## config.mk

```make
export PLATFORM = sky130hd
export DESIGN_NAME = nibble_mayor_ctrl
export DESIGN_NICKNAME = d
export VERILOG_FILES = /design/src/rtl/nibble_mayor_ctrl_pkg.sv /design/src/rtl/nibble_mayor_ctrl_scan_dp.sv /design/src/rtl/nibble_mayor_ctrl.sv
export SDC_FILE = /design/constraint.sdc
export NUM_CORES = 1
export LEC_CHECK = 0
export CORE_MARGIN = 2
export CORE_UTILIZATION = 58
export DETAILED_ROUTE_END_ITERATION = 7
export GPL_TIMING_DRIVEN = 0
export PLACE_DENSITY = 0.81
export REMOVE_ABC_BUFFERS = 1
export SKIP_LAST_GASP = 1
export SYNTH_ARGS = -nofsm -noshare
export SYNTH_HDL_FRONTEND = slang
export SYNTH_SLANG_ARGS = --single-unit
```

## constraint.sdc

```tcl
create_clock -name CLK -period 6.01 [get_ports CLK]
set_input_delay 0.9015 -clock CLK [delete_from_list [all_inputs] [get_ports CLK]]
set_output_delay 0.9015 -clock CLK [all_outputs]
set_load 0.02 [all_outputs]
```

## src/rtl/nibble_mayor_ctrl_pkg.sv

```systemverilog
// Shared state encoding, nibble width and comparison helper for the
// frame-level largest-nibble sequencer.
package nibble_mayor_ctrl_pkg;

    localparam int NIB_W = 4;

    typedef enum logic [1:0] {
        ST_IDLE = 2'd0,
        ST_SCAN = 2'd1,
        ST_DONE = 2'd2
    } state_e;

    // Strict comparison: equal nibbles never displace the earlier maximum.
    function automatic logic nib_gt(input logic [NIB_W-1:0] a,
                                    input logic [NIB_W-1:0] b);
        return a > b;
    endfunction

endpackage

```

## src/rtl/nibble_mayor_ctrl_scan_dp.sv

```systemverilog
// Datapath for the nibble sequencer: captured word, nibble mux, strict
// comparator and the running max / first-index / frame-position registers.
module nibble_scan_dp
    import nibble_mayor_ctrl_pkg::*;
#(
    parameter int NUM_NIBBLES = 4,
    parameter int IDX_W       = 8,
    parameter int CNT_W       = 2
) (
    input  logic                         clk_i,
    input  logic                         rst_i,
    input  logic                         cap_i,
    input  logic [NUM_NIBBLES*NIB_W-1:0] data_i,
    input  logic                         scan_i,
    input  logic [CNT_W-1:0]             cnt_i,
    input  logic                         clr_i,
    output logic [NIB_W-1:0]             max_nxt_o,
    output logic [IDX_W-1:0]             idx_nxt_o
);

    localparam int WORD_W = NUM_NIBBLES * NIB_W;

    logic [WORD_W-1:0] word_q, word_d;
    logic [NIB_W-1:0]  max_q, max_d;
    logic [IDX_W-1:0]  idx_q, idx_d;
    logic [IDX_W-1:0]  pos_q, pos_d;
    logic [NIB_W-1:0]  nib_sel;

    // Position sticks at all-ones once a frame outgrows the counter.
    function automatic logic [IDX_W-1:0] sat_inc(input logic [IDX_W-1:0] v);
        return (&v) ? v : v + IDX_W'(1);
    endfunction

    always_comb begin
        nib_sel = '0;
        for (int k = 0; k < NUM_NIBBLES; k++) begin
            if (cnt_i == CNT_W'(k)) begin
                nib_sel = word_q[k*NIB_W +: NIB_W];
            end
        end
    end

    always_comb begin
        word_d = word_q;
        max_d  = max_q;
        idx_d  = idx_q;
        pos_d  = pos_q;
        if (cap_i) begin
            word_d = data_i;
        end
        if (clr_i) begin
            max_d = '0;
            idx_d = '0;
            pos_d = '0;
        end else if (scan_i) begin
            if (nib_gt(nib_sel, max_q)) begin
                max_d = nib_sel;
                idx_d = pos_q;
            end
            pos_d = sat_inc(pos_q);
        end
    end

    always_ff @(posedge clk_i or posedge rst_i) begin
        if (rst_i) begin
            word_q <= '0;
            max_q  <= '0;
            idx_q  <= '0;
            pos_q  <= '0;
        end else begin
            word_q <= word_d;
            max_q  <= max_d;
            idx_q  <= idx_d;
            pos_q  <= pos_d;
        end
    end

    // The final scan step is folded in here so the top can latch the result on the same edge.
    assign max_nxt_o = max_d;
    assign idx_nxt_o = idx_d;

endmodule

```

## src/rtl/nibble_mayor_ctrl.sv

```systemverilog
// Frame-level largest-nibble sequencer: FSM, nibble counter and stream
// handshakes around a single time-shared nibble comparator.
module nibble_mayor_ctrl
    import nibble_mayor_ctrl_pkg::*;
#(
    parameter int NUM_NIBBLES = 4,
    parameter int IDX_W       = 8
) (
    input  logic                     CLK,
    input  logic                     RESET,
    input  logic                     IN_VALID,
    output logic                     IN_READY,
    input  logic [4*NUM_NIBBLES-1:0] IN_DATA,
    input  logic                     IN_LAST,
    output logic                     OUT_VALID,
    input  logic                     OUT_READY,
    output logic [3:0]               OUT_NIBBLE,
    output logic [IDX_W-1:0]         OUT_INDEX
);

    localparam int CNT_W = $clog2(NUM_NIBBLES);

    state_e             state_q;
    logic [CNT_W-1:0]   cnt_q;
    logic               last_q;
    logic               out_valid_q;
    logic [NIB_W-1:0]   out_nib_q;
    logic [IDX_W-1:0]   out_idx_q;

    logic               accept;
    logic               scan_en;
    logic               scan_end;
    logic               clr;
    logic [NIB_W-1:0]   max_nxt;
    logic [IDX_W-1:0]   idx_nxt;

    assign IN_READY = (state_q == ST_IDLE) & ~RESET;
    assign accept   = IN_VALID & IN_READY;
    assign scan_en  = (state_q == ST_SCAN);
    assign scan_end = scan_en && (cnt_q == CNT_W'(NUM_NIBBLES - 1));
    assign clr      = (state_q == ST_DONE) & OUT_READY;

    nibble_scan_dp #(
        .NUM_NIBBLES (NUM_NIBBLES),
        .IDX_W       (IDX_W),
        .CNT_W       (CNT_W)
    ) u_dp (
        .clk_i     (CLK),
        .rst_i     (RESET),
        .cap_i     (accept),
        .data_i    (IN_DATA),
        .scan_i    (scan_en),
        .cnt_i     (cnt_q),
        .clr_i     (clr),
        .max_nxt_o (max_nxt),
        .idx_nxt_o (idx_nxt)
    );

    always_ff @(posedge CLK or posedge RESET) begin
        if (RESET) begin
            state_q     <= ST_IDLE;
            cnt_q       <= '0;
            last_q      <= 1'b0;
            out_valid_q <= 1'b0;
            out_nib_q   <= '0;
            out_idx_q   <= '0;
        end else begin
            case (state_q)
                ST_IDLE: begin
                    if (accept) begin
                        last_q  <= IN_LAST;
                        cnt_q   <= '0;
                        state_q <= ST_SCAN;
                    end
                end
                ST_SCAN: begin
                    cnt_q <= cnt_q + CNT_W'(1);
                    if (scan_end) begin
                        cnt_q <= '0;
                        // A non-final word returns to IDLE with max/idx/pos kept in the datapath.
                        if (last_q) begin
                            out_nib_q   <= max_nxt;
                            out_idx_q   <= idx_nxt;
                            out_valid_q <= 1'b1;
                            state_q     <= ST_DONE;
                        end else begin
                            state_q <= ST_IDLE;
                        end
                    end
                end
                ST_DONE: begin
                    if (OUT_READY) begin
                        out_valid_q <= 1'b0;
                        state_q     <= ST_IDLE;
                    end
                end
                default: begin
                    out_valid_q <= 1'b0;
                    state_q     <= ST_IDLE;
                end
            endcase
        end
    end

    assign OUT_VALID  = out_valid_q;
    assign OUT_NIBBLE = out_nib_q;
    assign OUT_INDEX  = out_idx_q;

endmodule

```

==> summary.md, run 1 <==
| Metric | Value |
|---|---|
| Status | `complete, no violations` |
| Post-synth ARST share | `100%` |
| Total number of vias | `1,764` |
| Seq/Total Area, Yosys | `54.6%` |
| WL final | `4230 um` |
| Core area | `4060 um^2` |
| EDFF count, synth | `0` |
| ANT cells | `0` |
| Yosys top cell by area | `dfrtp_1` |
| Worst slew margin | `18.7%` |
| Final nets | `318` |
| Top post-synthesis cells by area | `dfrtp_1, nand2_1, nor2_1` |
| # DRC | `0` |
| Max Root-Sink Buffers | `2` |
| Placed Cells incl. Taps | `331` |
| Vias in the first global route | `1,795` |
| Layout cell share with drive strength beyond 1 | `5.88%` |
| Largest net degree at the start of global routing | `32` |
| Area delta synth->final | `19.8%` |
| Number of cell rows | `23` |
| WL/cell | `12.5 um` |
| Register bit total from synthesis | `54` |
| Final setup violating endpoints | `0` |
| Fmax | `304 MHz` |
| GRT overflow | `0` |
| Worst-path cell chain | `inv_1 -> ha_1 -> nor2b_1 -> a221oi_1 -> o31ai_1 -> ha_1 -> nor2b_1 -> o211a_1 -> o21ai_2 -> mux2i_1 -> a21oi_1` |
| Top cell type's share of synthesized area | `54.6%` |
| Synth top cells by count | `nand2_1, dfrtp_1, nor2_1, a21oi_1, o31ai_1` |
| Top FF cell, synth | `dfrtp_1` |
| Measured slew at the worst slew-check pin | `1210 ps` |
| Area of the multi-input gates | `1050 um^2` |
| Critical path arrival | `3450 ps` |
| Main combinational cell family by area after synthesis | `simple AND/OR/NAND/NOR gates` |
| Pre-antenna DRT Iters | `4` |
| Critical path fanouts, max | `11` |
| Synthesized instance count | `254` |
| Post-synthesis mux area share | `3.64%` |
| Final HPWL DP | `3160 um` |
| XOR/XNOR share of the synthesized area | `1.77%` |
| Required time of the critical path | `6160 ps` |
| Total of max-cap violations | `0` |
| CTS Hold Bufs | `0` |
| Maximum vdd drop | `0.000258 V` |
| First-pass GRT wire length | `7940 um` |
| CTS resizes | `0` |
| Clk sinks | `54` |
| Slew Limit Fails | `0` |
| Distinct cells, synth | `37` |
| Setup slack, reg-to-reg | `2720 ps` |
| Die Ht | `69.3 um` |
| Startpoint class of the critical path | `flip-flop` |
| Power per cell area | `566 nW/um^2` |
| CTS tree | `built` |
| Worst reg2reg startpoint | `cnt_q[0]` |
| Power Total | `1680 uW` |
| Source of the critical timing path | `cnt_q[0]` |
| Final Non-Filler Cells | `339` |
| Initial antenna violation count | `0` |
| Largest stage delay, worst path | `560 ps` |
| Setup TNS | `0 ps` |
| Final instance area | `2960 um^2` |
| Buffers on Ports | `34` |
| Number of buffers created by CTS | `5` |
| Root Buffer | `clkbuf_8` |
| Die area | `4800 um^2` |
| Reg area | `1350 um^2` |
| Die W | `69.3 um` |
| Starting DRT DRC Count | `86` |
| Adder-Cell Fraction of Synth Area | `4.55%` |
| CP max stage cell | `o21ai_2` |
| Final Critical Period | `3290 ps` |
| Synth Warn # | `0` |
| Setup bufs post-CTS | `0` |
| Io pins | `35` |
| Critical path type | `reg2reg` |
| Complex-gate fraction of the synthesized area | `12.2%` |
| Setup crit end kind | `flip-flop` |
| Post-Syn Area | `2470 um^2` |
| Via density per instance | `5.20` |
| Clock transition at path regs | `90 ps` |
| Hold path start | `OUT_NIBBLE[2]` |
| Filler cells | `306` |
| Leakage | `0.00142 uW` |
| Unrepaired setup endpoints after global routing | `no` |
| Synth Area in Simple Gates | `20.1%` |
| CTS HTree Levels | `2` |
| Clk_lat worst skew | `290 ps` |
| Fin. Hold Viols | `0` |
| Starting density of the core | `61.0%` |
| Setup Skew | `6.79 ps` |
| Most common cell in the synthesized netlist | `nand2_1` |
| Final Wtd Congestion | `0.806` |
| Hold crit path type | `reg2reg` |
| Tot GR Track Use | `20.3%` |
| DP Area | `2850 um^2` |
| Synth Area per Inst | `9.74 um^2` |
| Period utilization | `54.8%` |
| Post-route ant nets | `0` |
-- metrics by stage --
stage,util [%],setup slack [ps],hold WS (ps)
CTS,73.0,2700,486
global route,73.0,2430,507
floorplan,-,3220,446
detailed placement,70.3,2720,464
finish,73.0,2720,485
global placement,69.8,2760,460
-- power by group --
group,internal [uW],switching [uW]
logic,348,436
registers,547,113
clock network,123,109
-- worst max-delay path, delay by kind of cell, from the launching register on --
kind            cells  cell delay, ps
fa+ha+maj           2             510
mux                 1             320
compound gates      5            1390
buf+inv             1             100
simple gates        2             370
flops               1             440
-- layout by cell type (no fill, tap or decap), types with 5 or more instances in the layout --
| cell | instances |
|---|---|
| nor3_1 | 7 |
| o31ai_1 | 10 |
| clkbuf_8 | 5 |
| clkdlybuf4s50_1 | 34 |
| ha_1 | 9 |
| o21ai_0 | 5 |
| mux2i_1 | 9 |
| dfrtp_1 | 54 |
| inv_1 | 8 |
| nand2_1 | 66 |
| a21oi_1 | 12 |
| nor2_1 | 31 |
-- layout make-up --
cell class	instances	area share (%)
repair buffers	35	12.2
flip-flops and latches	54	45.6
clock inverters	3	1.35
clock buffers	5	2.32
multi-input cells	183	35.3
well taps	50	2.11
inverters	9	1.14
-- per-layer routing --
layer / up-vias / routed length [um] / global-route usage, %
met4: 0 / 61 / 5.88
met3: 6 / 116 / 5.09
met5: - / 0 / 0
met2: 30 / 1920 / 32.5
met1: 810 / 2130 / 27.8
li1: 918 / - / -
-- worst paths after layout --
check                           endpoint  cells past startpoint
max                         OUT_INDEX[1]                     11
min                        OUT_NIBBLE[2]                      2
max reg2reg                 OUT_INDEX[1]                     11
min reg2reg                OUT_NIBBLE[2]                      2
max in group asynchronous  u_dp.pos_q[0]                      3
min in group asynchronous   OUT_INDEX[2]                      2
-- cell families (layout without fill, tap and decap cells) --
family          after synthesis  in the layout
flops                        54             54
fa+ha+maj                     9              9
compound gates               41             41
buf+inv                      17             52
xor+xnor                      5              5
simple gates                119            119
mux                           9              9
-- flip-flops by register name, indices dropped and copies added (netlist names) --
signal and cells:
OUT_NIBBLE 4, u_dp.pos_q 8, u_dp.max_q 4, u_dp.word_q 16, OUT_VALID 1, OUT_INDEX 8, cnt_q 2, last_q 1
u_dp.idx_q 8, state_q 2
No activity file was read; power rests on OpenSTA's default activity.
==> run 2, diff against run 1 <==
--- a/config.mk
+++ b/config.mk
@@ -6,10 +6,10 @@
 export NUM_CORES = 1
 export LEC_CHECK = 0
 export CORE_MARGIN = 2
-export CORE_UTILIZATION = 58
+export CORE_UTILIZATION = 54
 export DETAILED_ROUTE_END_ITERATION = 7
 export GPL_TIMING_DRIVEN = 0
-export PLACE_DENSITY = 0.81
+export PLACE_DENSITY = 0.76
 export REMOVE_ABC_BUFFERS = 1
 export SKIP_LAST_GASP = 1
 export SYNTH_ARGS = -nofsm -noshare
==> constraint.sdc (replaced) <==
create_clock -name CLK -period 3.4 [get_ports CLK]
set_input_delay 0.51 -clock CLK [delete_from_list [all_inputs] [get_ports CLK]]
set_output_delay 0.51 -clock CLK [all_outputs]
set_load 0.02 [all_outputs]
==> summary.md, run 2 (same netlist as run 1, synthesis figures left out) <==
| Metric | Value |
|---|---|
| Setup ws final | `436 ps (was 2720 ps)` |
| Slew Limit Fails | `0 (unchanged)` |
| Die W | `71.7 um (was 69.3 um)` |
| Largest net degree at the start of global routing | `34 (was 32)` |
| Largest register FFs | `16 (unchanged)` |
| WL met3 | `145 um (was 116 um)` |
| Commonest non-fill, non-tap cell in the layout | `nand2_1 (unchanged)` |
| Worst slew margin | `21.9% (was 18.7%)` |
| Setup Skew | `5.25 ps (was 6.79 ps)` |
| Biggest register | `u_dp.word_q (unchanged)` |
| Leakage | `0.00142 uW (about the same)` |
| Setup crit end kind | `flip-flop (unchanged)` |
| Via density per instance | `5.30 (was 5.20)` |
| WL final | `4550 um (was 4230 um)` |
| Number of buffers created by CTS | `5 (unchanged)` |
| Pre-CTS setup slack | `88.1 ps (was 2720 ps)` |
| Vias in the first global route | `1,848 (was 1,795)` |
| GRT overflow | `0 (unchanged)` |
| Root Buffer | `clkbuf_8 (unchanged)` |
| Wl on met1 | `2160 um (was 2130 um)` |
| Final nets | `319 (was 318)` |
| Setup TNS | `0 ps (unchanged)` |
| Area delta synth->final | `20.3% (was 19.8%)` |
| Starting DRT DRC Count | `64 (was 86)` |
| Combinational share of power | `48.9% (was 46.8%)` |
| Worst-path cell chain | `ha_1 -> nor2b_1 -> a221oi_1 -> o31ai_1 -> ha_1 -> nor2b_1 -> o211a_1 -> o21ai_4 -> buf_12 -> mux2i_1 -> a21oi_1 (was inv_1 -> ha_1 -> nor2b_1 -> a221oi_1 -> o31ai_1 -> ha_1 -> nor2b_1 -> o211a_1 -> o21ai_2 -> mux2i_1 -> a21oi_1)` |
| CP delay by family, top | `compound AO/OA/AOI/OAI gates (unchanged)` |
| Pre-antenna DRT Iters | `4 (unchanged)` |
| CP max stage cell | `dfrtp_1 (was o21ai_2)` |
| CTS HTree Levels | `2 (unchanged)` |
| Largest stage delay, worst path | `440 ps (was 560 ps)` |
| Number of cell rows | `24 (was 23)` |
| Io pins | `35 (unchanged)` |
| Total of max-cap violations | `0 (unchanged)` |
| Clk sinks | `54 (unchanged)` |
| Power per cell area | `1010 nW/um^2 (was 566 nW/um^2)` |
| Post-route ant nets | `0 (unchanged)` |
| CTS tree | `built (unchanged)` |
| Starting density of the core | `56.4% (was 61.0%)` |
| Tot GR Track Use | `20.6% (was 20.3%)` |
| WL/cell | `13.3 um (was 12.5 um)` |
| Placed Cells incl. Taps | `333 (was 331)` |
| Unrepaired setup endpoints after global routing | `no (unchanged)` |
| Max Root-Sink Buffers | `2 (unchanged)` |
| Total number of vias | `1,812 (was 1,764)` |
| Required time of the critical path | `3570 ps (was 6160 ps)` |
| Die Ht | `71.7 um (was 69.3 um)` |
| Final Wtd Congestion | `0.800 (was 0.806)` |
| Final Critical Period | `2960 ps (was 3290 ps)` |
| Initial antenna violation count | `0 (unchanged)` |
| First-pass GRT wire length | `8190 um (was 7940 um)` |
| Hold crit path type | `reg2reg (unchanged)` |
| Measured slew at the worst slew-check pin | `1170 ps (was 1210 ps)` |
| Switch share | `40.2% (was 39.3%)` |
| Internal power | `1790 uW (was 1020 uW)` |
| Flop pwr share | `39.2% (was 39.4%)` |
| Die area | `5140 um^2 (was 4800 um^2)` |
| Layout cell share with drive strength beyond 1 | `5.86% (was 5.88%)` |
| Metal2 WL | `2160 um (was 1920 um)` |
| Final setup violating endpoints | `0 (unchanged)` |
| Clk_lat worst skew | `300 ps (was 290 ps)` |
| WP buf/inv | `1 (unchanged)` |
| Hold path start | `OUT_NIBBLE[2] (unchanged)` |
| # DRC | `0 (unchanged)` |
| Fmax | `337 MHz (was 304 MHz)` |
| Status | `complete, no violations (unchanged)` |
| ANT cells | `0 (unchanged)` |
| Fin. Hold Viols | `0 (unchanged)` |
| Critical path type | `reg2reg (unchanged)` |
| CTS Hold Bufs | `0 (unchanged)` |
| Clock network power share | `11.9% (was 13.8%)` |
| Final HPWL DP | `3300 um (was 3160 um)` |
| Period utilization | `87.2% (was 54.8%)` |
| Buffers on Ports | `34 (unchanged)` |
| Critical path arrival | `3130 ps (was 3450 ps)` |
| Top sig layer | `met4 (unchanged)` |
| Core area | `4380 um^2 (was 4060 um^2)` |
| Critical path fanouts, max | `11 (unchanged)` |
| Startpoint class of the critical path | `flip-flop (unchanged)` |
| Clock transition at path regs | `90 ps (about the same)` |
| Most frequent cells in the layout | `nand2_1, dfrtp_1, clkdlybuf4s50_1, nor2_1, a21oi_1 (unchanged)` |
| Worst reg2reg startpoint | `cnt_q[0] (unchanged)` |
| Final Non-Filler Cells | `342 (was 339)` |
| Maximum vdd drop | `0.000385 V (was 0.000258 V)` |
| P_sw | `1210 uW (was 658 uW)` |
| Source of the critical timing path | `cnt_q[0] (unchanged)` |
run 2: final timing paths:
path | endpoint | slack (ps) | depth (start not counted)
setup / recovery | OUT_INDEX[3] | 440 | 11
min in group asynchronous | u_dp.pos_q[3] | 580 | 2
setup reg to reg | OUT_INDEX[3] | 440 | 11
hold reg to reg | OUT_NIBBLE[2] | 480 | 2
hold / removal | OUT_NIBBLE[2] | 480 | 2
max in group asynchronous | OUT_NIBBLE[0] | 2300 | 3
run 2: tightest hold or removal path, cell delays in order (launching register included):
cell and delay [ps]:
dfrtp_1 350, nand2_1 50, o31ai_1 50
run 2: area by class of cell:
class / instances / area, um^2
inverters: 9 / 33.8
clock buffers: 7 / 86.3
clock inverters: 1 / 5.00
flip-flops and latches: 54 / 1350
multi-input cells: 183 / 1050
repair buffers: 36 / 380
well taps: 52 / 65.1
fillers: 364 / 1410
run 2: routing by layer:
metal | vias to the layer above | global-route usage, %
met5 | - | 0
met4 | 0 | 8.39
met3 | 8 | 4.64
met2 | 31 | 32.5
met1 | 855 | 27.9
li1 | 918 | -
run 2: timing repair:
item                       in CTS  in global routing
buffers inserted                0                  1
setup endpoints to repair       0                 22
gates resized for setup         0                  1
run 2: power by group through the flow:
stage / Clock [uW] / Combinational [uW] / Sequential [uW]
2_1_floorplan: 0 / 923 / 1230
3_3_place_gp: 0 / 1350 / 1170
3_5_place_dp: 0 / 1410 / 1190
4_1_cts: 369 / 1410 / 1170
5_1_grt: 392 / 1660 / 1210
6_report: 357 / 1470 / 1170
run 2: stage by stage:
step | instance area, um^2 | hold slack, ps | power [uW] | util (%)
2_1_floorplan | 2430 | 446 | 2160 | -
3_3_place_gp | 2840 | 461 | 2520 | 64.7
3_5_place_dp | 2860 | 464 | 2590 | 65.2
4_1_cts | 2950 | 486 | 2960 | 67.2
5_1_grt | 2980 | 504 | 3260 | 67.9
6_report | 2980 | 482 | 3000 | 67.9
==> run 3, diff against run 2 <==
--- a/config.mk
+++ b/config.mk
@@ -6,12 +6,15 @@
 export NUM_CORES = 1
 export LEC_CHECK = 0
 export CORE_MARGIN = 2
-export CORE_UTILIZATION = 54
+export CORE_UTILIZATION = 62
 export DETAILED_ROUTE_END_ITERATION = 7
+export DONT_BUFFER_PORTS = 1
 export GPL_TIMING_DRIVEN = 0
-export PLACE_DENSITY = 0.76
+export PLACE_DENSITY = 0.75
 export REMOVE_ABC_BUFFERS = 1
 export SKIP_LAST_GASP = 1
 export SYNTH_ARGS = -nofsm -noshare
 export SYNTH_HDL_FRONTEND = slang
+export SYNTH_HIERARCHICAL = 1
 export SYNTH_SLANG_ARGS = --single-unit
+export TNS_END_PERCENT = 100
==> summary.md, run 3 <==
| Metric | Value |
|---|---|
| Top cell type's share of synthesized area | `52.0% (was 54.6%)` |
| Tot GR Track Use | `22.2% (was 20.6%)` |
| Final setup violating endpoints | `0 (unchanged)` |
| Clk sinks | `54 (unchanged)` |
| Total of max-cap violations | `0 (unchanged)` |
| First-pass GRT wire length | `7540 um (was 8190 um)` |
| Critical path fanouts, max | `12 (was 11)` |
| Leakage | `0.00126 uW (was 0.00142 uW)` |
| Final Critical Period | `3080 ps (was 2960 ps)` |
| Max Root-Sink Buffers | `2 (unchanged)` |
| # DRC | `0 (unchanged)` |
| Io pins | `35 (unchanged)` |
| Setup bufs post-CTS | `0 (unchanged)` |
| EDFF count, synth | `0 (unchanged)` |
| Number of buffers created by CTS | `5 (unchanged)` |
| Most common cell in the synthesized netlist | `dfrtp_1 (was nand2_1)` |
| Setup crit end kind | `flip-flop (unchanged)` |
| Worst-path cell chain | `mux4_2 -> ha_1 -> nor2b_1 -> o211ai_1 -> a21oi_2 -> mux2i_1 -> mux2_4 (was ha_1 -> nor2b_1 -> a221oi_1 -> o31ai_1 -> ha_1 -> nor2b_1 -> o211a_1 -> o21ai_4 -> buf_12 -> mux2i_1 -> a21oi_1)` |
| Worst slew margin | `37.2% (was 21.9%)` |
| Commonest non-fill, non-tap cell in the layout | `dfrtp_1 (was nand2_1)` |
| Most frequent cells in the layout | `dfrtp_1, nand2b_1, mux2_2, mux2i_1, nand2_1 (was nand2_1, dfrtp_1, clkdlybuf4s50_1, nor2_1, a21oi_1)` |
| Buffers on Ports | `0 (was 34)` |
| CTS Hold Bufs | `0 (unchanged)` |
| Starting DRT DRC Count | `65 (was 64)` |
| Initial antenna violation count | `0 (unchanged)` |
| Root Buffer | `clkbuf_8 (unchanged)` |
| Layout cell share with drive strength beyond 1 | `26.7% (was 5.86%)` |
| Die W | `68.7 um (was 71.7 um)` |
| Required time of the critical path | `3600 ps (was 3570 ps)` |
| Pre-antenna DRT Iters | `4 (unchanged)` |
| Post-Syn Area | `2600 um^2 (was 2470 um^2)` |
| Clk_lat worst skew | `300 ps (about the same)` |
| Total number of vias | `1,480 (was 1,812)` |
| Fmax | `324 MHz (was 337 MHz)` |
| Largest net degree at the start of global routing | `37 (was 34)` |
| Setup TNS | `0 ps (unchanged)` |
| Seq/Total Area, Yosys | `52.0% (was 54.6%)` |
| Fin. Hold Viols | `0 (unchanged)` |
| Synthesized instance count | `200 (was 254)` |
| Die Ht | `68.7 um (was 71.7 um)` |
| Power per cell area | `1080 nW/um^2 (was 1010 nW/um^2)` |
| CP delay by family, top | `multiplexers (was compound AO/OA/AOI/OAI gates)` |
| Critical path arrival | `3280 ps (was 3130 ps)` |
| Clock transition at path regs | `100 ps (was 90 ps)` |
| Register bit total from synthesis | `54 (unchanged)` |
| Yosys top cell by area | `dfrtp_1 (unchanged)` |
| Starting density of the core | `64.5% (was 56.4%)` |
| Synth top cells by count | `dfrtp_1, nand2b_1, mux2_2, mux2i_1 (was nand2_1, dfrtp_1, nor2_1, a21oi_1, o31ai_1)` |
| Setup slack, reg-to-reg | `320 ps (was 440 ps)` |
| Unrepaired setup endpoints after global routing | `no (unchanged)` |
| Synth Warn # | `6 (was 0)` |
| Hold crit path type | `in2async (was reg2reg)` |
| Post-synth ARST share | `100% (unchanged)` |
| Area delta synth->final | `6.74% (was 20.3%)` |
| Final nets | `228 (was 319)` |
| Filler cells | `295 (was 364)` |
| Startpoint class of the critical path | `flip-flop (unchanged)` |
| Measured slew at the worst slew-check pin | `941 ps (was 1170 ps)` |
| CTS resizes | `0 (unchanged)` |
| WL/cell | `17.7 um (was 13.3 um)` |
| Post-route ant nets | `0 (unchanged)` |
| Status | `complete, no violations (unchanged)` |
| Largest stage delay, worst path | `740 ps (was 440 ps)` |
| Slew Limit Fails | `0 (unchanged)` |
| WP buf/inv | `0 (was 1)` |
| CTS tree | `built (unchanged)` |
| CTS HTree Levels | `2 (unchanged)` |
| Period utilization | `90.7% (was 87.2%)` |
| Distinct cells, synth | `39 (was 37)` |
| GRT overflow | `0 (unchanged)` |
| Maximum vdd drop | `0.000748 V (was 0.000385 V)` |
| Critical path type | `reg2reg (unchanged)` |
| Largest register FFs | `16 (unchanged)` |
| WL final | `4450 um (was 4550 um)` |
| ANT cells | `0 (unchanged)` |
| Setup Skew | `8.38 ps (was 5.25 ps)` |
| Number of cell rows | `23 (was 24)` |
| Synth Area per Inst | `13.0 um^2 (was 9.74 um^2)` |
| Final HPWL DP | `3110 um (was 3300 um)` |
| Core area | `4030 um^2 (was 4380 um^2)` |
| Biggest register | `u_dp/word_q (was u_dp.word_q)` |
| CP max stage cell | `a21oi_2 (was dfrtp_1)` |
| Top post-synthesis cells by area | `dfrtp_1, mux2_2, nand2b_1 (was dfrtp_1, nand2_1, nor2_1)` |
| Layout Utilization | `68.9% (was 67.9%)` |
| Die area | `4730 um^2 (was 5140 um^2)` |
| Final Wtd Congestion | `0.804 (was 0.800)` |
| Via density per instance | `5.87 (was 5.30)` |
| Top FF cell, synth | `dfrtp_1 (unchanged)` |
| Vias in the first global route | `1,612 (was 1,848)` |
## run 3: power breakdown
part | total [uW] | switching (uW) | internal [uW]
registers | 1280 | 327 | 952
logic | 1210 | 579 | 628
clock network | 517 | 203 | 314
total | 3000 | 1110 | 1890
## run 3: final timing paths
kind	depth (start not counted)	to	start
worst min register to register	1	u_dp/word_q[13]	u_dp/word_q[13]
max in group asynchronous	1	u_dp/word_q[1]	RESET
worst max register to register	7	OUT_INDEX[5]	cnt_q[1]
worst max-delay path	7	OUT_INDEX[5]	cnt_q[1]
min in group CLK	1	state_q[1]	OUT_READY
worst min-delay path	1	last_q	RESET
## run 3: cell families (layout without fill, tap and decap cells)
group           count (synthesis)  count (layout)  synth area share [%]
buf+inv                        14              16                  2.89
fa+ha+maj                       6               6                  2.89
compound gates                 14              14                  3.47
xor+xnor                        4               4                  1.35
simple gates                   61              61                  14.8
mux                            47              47                  22.6
flops                          54              54                  52.0
## run 3: final cells by class
type                    count  area (um^2)  share of cell area (%)
inverters                   7         26.3                   0.947
flip-flops and latches     54         1350                    48.7
multi-input cells         132         1180                    42.5
repair buffers              1         11.3                   0.406
clock inverters             2         60.1                    2.17
well taps                  50         62.6                    2.26
clock buffers               6         82.6                    2.98
## run 3: worst register-to-register path, delay by kind of cell (launching register included)
kind,cells,cell delay (ps)
AO/OA/AOI/OAI,2,840
flip-flops,1,560
AND/OR/NAND/NOR,1,130
multiplexers,3,1140
adder cells (fa/ha/maj),1,310
## run 3: per-stage QoR
step / worst slack [ps] / hold WS (ps) / total power [uW] / cell area (um^2) / std cells
2_1_floorplan: 726 / 449 / 2220 / 2550 / 193
3_3_place_gp: 387 / 486 / 2400 / 2610 / 243
3_5_place_dp: 302 / 492 / 2500 / 2630 / 244
4_1_cts: 289 / 205 / 3030 / 2770 / 252
5_1_grt: 91.9 / 231 / 3230 / 2770 / 252
6_report: 317 / 190 / 3000 / 2770 / 252
## run 3: per-layer routing
| layer | wire length (um) | vias up | global-route usage (%) |
|---|---|---|---|
| li1 | - | 692 | - |
| met1 | 1990 | 748 | 27.1 |
| met2 | 2170 | 33 | 36.8 |
| met3 | 209 | 7 | 6.49 |
| met4 | 83 | 0 | 9.80 |
| met5 | 0 | - | 0 |
